### config.mk
export PLATFORM = sky130hd
export DESIGN_NAME = gpio_bank
export DESIGN_NICKNAME = d
export VERILOG_FILES = /design/src/rtl/gpio_pkg.sv /design/src/rtl/gpio_sync.sv /design/src/rtl/gpio_bank.sv
export SDC_FILE = /design/constraint.sdc
export NUM_CORES = 1
export LEC_CHECK = 0
export BUFFER_PORTS_ARGS = -buffer_cell sky130_fd_sc_hd__buf_4
export CAP_MARGIN = 20
export CORE_MARGIN = 10
export CORE_UTILIZATION = 50
export DETAILED_ROUTE_END_ITERATION = 8
export PLACE_DENSITY_LB_ADDON = 0.3
export SLEW_MARGIN = 20
export SYNTH_ARGS = -nofsm -noshare
export SYNTH_HDL_FRONTEND = slang
export SYNTH_SLANG_ARGS = --single-unit
### constraint.sdc
create_clock -name clk_i -period 3.4 [get_ports clk_i]
set_input_delay 0.34 -clock clk_i [delete_from_list [all_inputs] [get_ports clk_i]]
set_output_delay 0.34 -clock clk_i [all_outputs]
set_load 0.02 [all_outputs]
### src/rtl/gpio_pkg.sv
// Shared definitions for the GPIO bank: register map, FSM states, default width.
package gpio_pkg;

  localparam int GPIO_NPINS = 36;

  // Register indices on the request port.
  localparam logic [2:0] GPIO_OUT  = 3'd0;
  localparam logic [2:0] GPIO_OEB  = 3'd1;
  localparam logic [2:0] GPIO_IN   = 3'd2;
  localparam logic [2:0] GPIO_SET  = 3'd3;
  localparam logic [2:0] GPIO_CLR  = 3'd4;
  localparam logic [2:0] GPIO_TGL  = 3'd5;
  localparam logic [2:0] GPIO_IEN  = 3'd6;
  localparam logic [2:0] GPIO_IFLG = 3'd7;

  // Request/response handshake: one transaction outstanding at a time.
  typedef enum logic {
    IDLE = 1'b0,
    RESP = 1'b1
  } state_t;

endpackage

### src/rtl/gpio_sync.sv
// Single-pad input conditioner: 2-flop synchroniser followed by a history
// flop so a rising edge can be detected in the clk domain.
module gpio_sync (
  input  logic clk,
  input  logic rst_n,
  input  logic d,
  output logic sync,
  output logic rise
);

  logic s1;
  logic s2;
  logic prev;

  // Shift the asynchronous pad value through s1 -> s2 -> prev.
  // NOTE: clocked state uses non-blocking assignments so every flop samples
  // the pre-edge value of its neighbour; blocking here would collapse the chain.
  always_ff @(posedge clk or negedge rst_n) begin
    if (!rst_n) begin
      s1   <= 1'b0;
      s2   <= 1'b0;
      prev <= 1'b0;
    end else begin
      s1   <= d;
      s2   <= s1;
      prev <= s2;
    end
  end

  assign sync = s2;
  assign rise = s2 & ~prev;

endmodule

### src/rtl/gpio_bank.sv
// Register-mapped GPIO controller: drives the pads from software registers,
// synchronises pad inputs and flags enabled rising edges as a level interrupt.
module gpio_bank
  import gpio_pkg::*;
#(
  parameter int NPINS = GPIO_NPINS
) (
  input  logic             clk_i,
  input  logic             rst_n,
  input  logic             req_valid,
  output logic             req_ready,
  input  logic             req_we,
  input  logic [2:0]       req_addr,
  input  logic [NPINS-1:0] req_wdata,
  output logic             rsp_valid,
  input  logic             rsp_ready,
  output logic [NPINS-1:0] rsp_rdata,
  input  logic [NPINS-1:0] io_in,
  output logic [NPINS-1:0] io_out,
  output logic [NPINS-1:0] io_oeb,
  output logic             irq
);

  state_t           state;
  state_t           state_nxt;
  logic             accept;
  logic             wr;
  logic [NPINS-1:0] out_q;
  logic [NPINS-1:0] oeb_q;
  logic [NPINS-1:0] ien_q;
  logic [NPINS-1:0] iflg_q;
  logic [NPINS-1:0] iflg_w1c;
  logic [NPINS-1:0] rd_mux;
  logic [NPINS-1:0] sync;
  logic [NPINS-1:0] rise;

  // One conditioner per pad.
  for (genvar i = 0; i < NPINS; i++) begin : g_sync
    gpio_sync u_sync (
      .clk   (clk_i),
      .rst_n (rst_n),
      .d     (io_in[i]),
      .sync  (sync[i]),
      .rise  (rise[i])
    );
  end

  assign accept = req_valid & req_ready;
  assign wr     = accept & req_we;

  // Handshake state register.
  always_ff @(posedge clk_i or negedge rst_n) begin
    if (!rst_n) state <= IDLE;
    else        state <= state_nxt;
  end

  // Next-state and handshake outputs.
  // NOTE: every signal written here gets a default first, so no path leaves
  // one unassigned and no latch is inferred.
  always_comb begin
    state_nxt = state;
    req_ready = 1'b0;
    rsp_valid = 1'b0;
    unique case (state)
      IDLE: begin
        req_ready = 1'b1;
        if (req_valid) state_nxt = RESP;
      end
      RESP: begin
        rsp_valid = 1'b1;
        if (rsp_ready) state_nxt = IDLE;
      end
      default: state_nxt = IDLE;
    endcase
  end

  // Software-visible control registers; SET/CLR/TGL are read-modify-write on OUT.
  always_ff @(posedge clk_i or negedge rst_n) begin
    if (!rst_n) begin
      out_q <= '0;
      oeb_q <= '1;
      ien_q <= '0;
    end else if (wr) begin
      case (req_addr)
        GPIO_OUT: out_q <= req_wdata;
        GPIO_OEB: oeb_q <= req_wdata;
        GPIO_SET: out_q <= out_q | req_wdata;
        GPIO_CLR: out_q <= out_q & ~req_wdata;
        GPIO_TGL: out_q <= out_q ^ req_wdata;
        GPIO_IEN: ien_q <= req_wdata;
        default:  ;
      endcase
    end
  end

  assign iflg_w1c = (wr && req_addr == GPIO_IFLG) ? req_wdata : '0;

  // Interrupt flags: clear-by-write-one first, then OR in new edges so a
  // same-cycle edge survives the clear.
  always_ff @(posedge clk_i or negedge rst_n) begin
    if (!rst_n) iflg_q <= '0;
    else        iflg_q <= (iflg_q & ~iflg_w1c) | (rise & ien_q);
  end

  // Read mux; write-only registers read as zero.
  always_comb begin
    rd_mux = '0;
    case (req_addr)
      GPIO_OUT:  rd_mux = out_q;
      GPIO_OEB:  rd_mux = oeb_q;
      GPIO_IN:   rd_mux = sync;
      GPIO_IEN:  rd_mux = ien_q;
      GPIO_IFLG: rd_mux = iflg_q;
      default:   rd_mux = '0;
    endcase
  end

  // Capture response data at accept; held until the next accept.
  always_ff @(posedge clk_i or negedge rst_n) begin
    if (!rst_n)      rsp_rdata <= '0;
    else if (accept) rsp_rdata <= req_we ? '0 : rd_mux;
  end

  assign io_out = out_q;
  assign io_oeb = oeb_q;
  assign irq    = |iflg_q;

endmodule

==> run metrics <==
WL per Instance=22.33 um; FILL cells=2090; predominant post-synthesis flop cell=dfrtp_1; clock buffer depth=3; simple logic cell fraction of the synthesized area=0.04563; crit-path cells=nor4_1 > nand4_1 > nor2_1 > nand4_1 > buf_4; Via density=5.966; Max Clk Rate=337.2 MHz; slowest CP cell=nor4_1; Yosys warning total=0; Skew-Pair Late Insertion Delay=0.56 ns; RSZ-0062 raised after global routing=false; leakage power total=roughly 7.7 nW; Final Hold Fails=0; CP top delay family=simple AND/OR/NAND/NOR gates; total congestion overflow=0; final antenna-violating net count=0; Post-Synthesis Cell Area=roughly 14000 um2; first-pass GRT wire length=around 60 mm; power share of the clock group=0.326; fin worst setup slack=approximately 0.43 ns; Final Cycle Share=0.8722; GRT Total Usage=0.2199; Rel. slew slack=0.3828; Post-synth EDFFs=0; status=finished clean; area of the multi-input gates=5849 um2; Die X=186.3 um; crit path buf inv count=1; Worst path max stage delay=0.63 ns; vias in the first global route=10640; num ports=roughly 190; Post-Synth Adder-Cell Area=0.06518; dpl hpwl=25.15 mm; Core Region=27100 um2; # setup viols final=0; post-synthesis sequential area ratio=0.5265; Final GP Congestion=roughly 0.82; mean post-synth cell area=between 10 and 15 um2; Max Clock Skew=0.008024 ns; final instance area=17020 um2; Synth Area in XOR/XNOR=0.001177; main combinational cell family by area after synthesis=compound AO/OA/AOI/OAI gates; DRC Markers=0; Layout area overhead=23.17%; Num CTS Buffers=31; initial antenna violation count=1; Worst VDD drop=0.0004296 V; PwrDens=626.7 nW/um2; arrival time worst endpoint=approximately 2.6 ns; Mapped Cells=roughly 1100; depth of the CTS H-tree=1; site row count=60; DRT Wirelength=38.49 mm; worst hold path type=primary input to register; Setup TNS=0 ns; worst slew pin tran=0.9258 ns; multiplexer area fraction after synthesis=0.09759; routed via count=~10000; storage element area=between 7000 and 8000 um2; clock root buffer=clkbuf_16; layout cells sized above 1=0.2857; crit-path max FO=3; 1st-iter DRT viols=768; Distinct cells, synth=43; Max Cap Viol=0; Clk pin slew, worst setup/hold paths=0.06 ns; final-stage net count=1479; die height=approximately 190 um; Yosys reg bits=a little under 300; Die ar.=approximately 35000 um2; first drt pass iteration count=5; fin. max-slew vios=0; Sink Count=slightly below 300; CP Class=register to output pin; Seq pwr share=0.435; largest net degree at the start of global routing=79; CTS tree=done; Initial Util=0.5100; Tmin final=between 2 and 3 ns; Logic pwr share=0.239; Hold Slack=~0.039 ns; Post-CTS Repair Setup Buffers=0; switching power=approximately 3.3 mW; Synth Area in Compound Gates=0.2102; IO buf count=190; Place WS=about 0.9 ns; FFs w/ async S/R, synth=1.000; Int Power=between 7 and 8 mW; critical path data required time=3.06 ns; placed cell areas=roughly 16000 um2; element type at the critical path end=output pin; crit-path most repeated cell=nand4_1; Sw Ratio=0.3074; syn_nets=1283; CP startpoint kind=register
final cells by class:
class / count / area share
Inverter: 74 / 0.01632
Sequential cell: 289 / 0.4275
Multi-Input combinational cell: 678 / 0.3436
Timing Repair Buffer: 253 / 0.1220
Clock inverter: 15 / 0.009776
Antenna cell: 1 / 0.0001470
Clock buffer: 42 / 0.05329
Tap cell: 372 / 0.02734
path summary, 6_finish.rpt:
kind                                     start                    end  cells after the start  slack [ns]
max                                 iflg_q[32]                    irq                      5        0.43
min                               req_wdata[5]               ien_q[5]                      2        0.04
max reg2reg                              state              io_out[4]                      5        1.08
min reg2reg                g_sync[6].u_sync.s1  g_sync[6].u_sync.sync                      0        0.35
max in group asynchronous                rst_n              io_oeb[1]                      3        2.04
min in group asynchronous                rst_n             iflg_q[29]                      2        0.34
flip-flops by register name (all words and copies together) (netlist names):
| name | count |
|---|---|
| g_sync.u_sync.prev | 36 |
| g_sync.u_sync.s1 | 36 |
| g_sync.u_sync.sync | 36 |
| ien_q | 36 |
| iflg_q | 36 |
| io_oeb | 36 |
| io_out | 36 |
| rsp_rdata | 36 |
| state | 1 |
layer usage:
metal | up-vias | global-route usage | wire length [um]
li1 | 4614 | - | -
met5 | - | 0 | 0
met4 | 0 | 0.07675 | 1260
met3 | 70 | 0.04695 | 2600
met2 | 319 | 0.3580 | 18250
met1 | 5283 | 0.2847 | 16390
cell usage in the layout (no fill, tap or decap), types with 18 or more instances in the layout:
cell           instances
a21oi_1               59
a221oi_1              39
a221oi_2              26
a22o_1                28
a22oi_1               29
a2bb2oi_1             30
buf_4                208
clkbuf_16             31
dfrtp_1              253
dfstp_2               36
dlygate4sd3_1         38
ha_1                  72
inv_1                 74
mux2_1                68
mux2_2                18
mux2_4                20
nand2_1               82
nor2_1                31
o2bb2ai_1             85
o311ai_1              31
repair_timing:
action	CTS	global route
hold buffers	38	0
endpoints found under the setup margin	0	0
gates resized for setup	0	0
endpoints found under the hold margin	104	0
power by group through the flow:
stage	clock [mW]	sequential (mW)	combinational (mW)
after floorplan	0	4.90	1.18
after global placement	0	4.68	2.44
after detailed placement	0	4.69	2.53
after CTS	3.54	4.64	2.58
after global routing	3.69	4.73	2.77
final	3.48	4.65	2.54
cell families (layout without fill, tap and decap cells):
group	Yosys count	in the layout
fa+ha+maj	72	72
mux	114	114
xor+xnor	1	1
flops	289	289
other cells	0	1
simple gates	143	143
buf+inv	164	384
compound gates	348	348
cells in the mapped netlist (20+ instances only):
| master | number | area share |
|---|---|---|
| a21oi_1 | 59 | 0.021 |
| buf_2 | 32 | 0.012 |
| a22oi_1 | 29 | 0.016 |
| nand2_1 | 84 | 0.023 |
| inv_1 | 74 | 0.020 |
| dfrtp_1 | 253 | 0.46 |
| a221oi_1 | 39 | 0.025 |
| a2bb2oi_1 | 30 | 0.019 |
| a221oi_2 | 26 | 0.028 |
| mux2_1 | 68 | 0.055 |
| ha_1 | 72 | 0.065 |
| dfstp_2 | 36 | 0.068 |
| a22o_1 | 28 | 0.018 |
| nor2_1 | 32 | 0.0087 |
| clkbuf_1 | 39 | 0.011 |
| o311ai_1 | 31 | 0.020 |
| mux2_4 | 20 | 0.022 |
| o2bb2ai_1 | 85 | 0.054 |
per-stage QoR:
step	util	std cells	power, mW
after floorplan	-	1131	6.075
after global placement	0.5744	1628	7.116
after detailed placement	0.5744	1628	7.220
after CTS	0.6280	1723	10.76
after global routing	0.6281	1724	11.19
final	0.6281	1724	10.67
(Power assumes the default switching activity.)
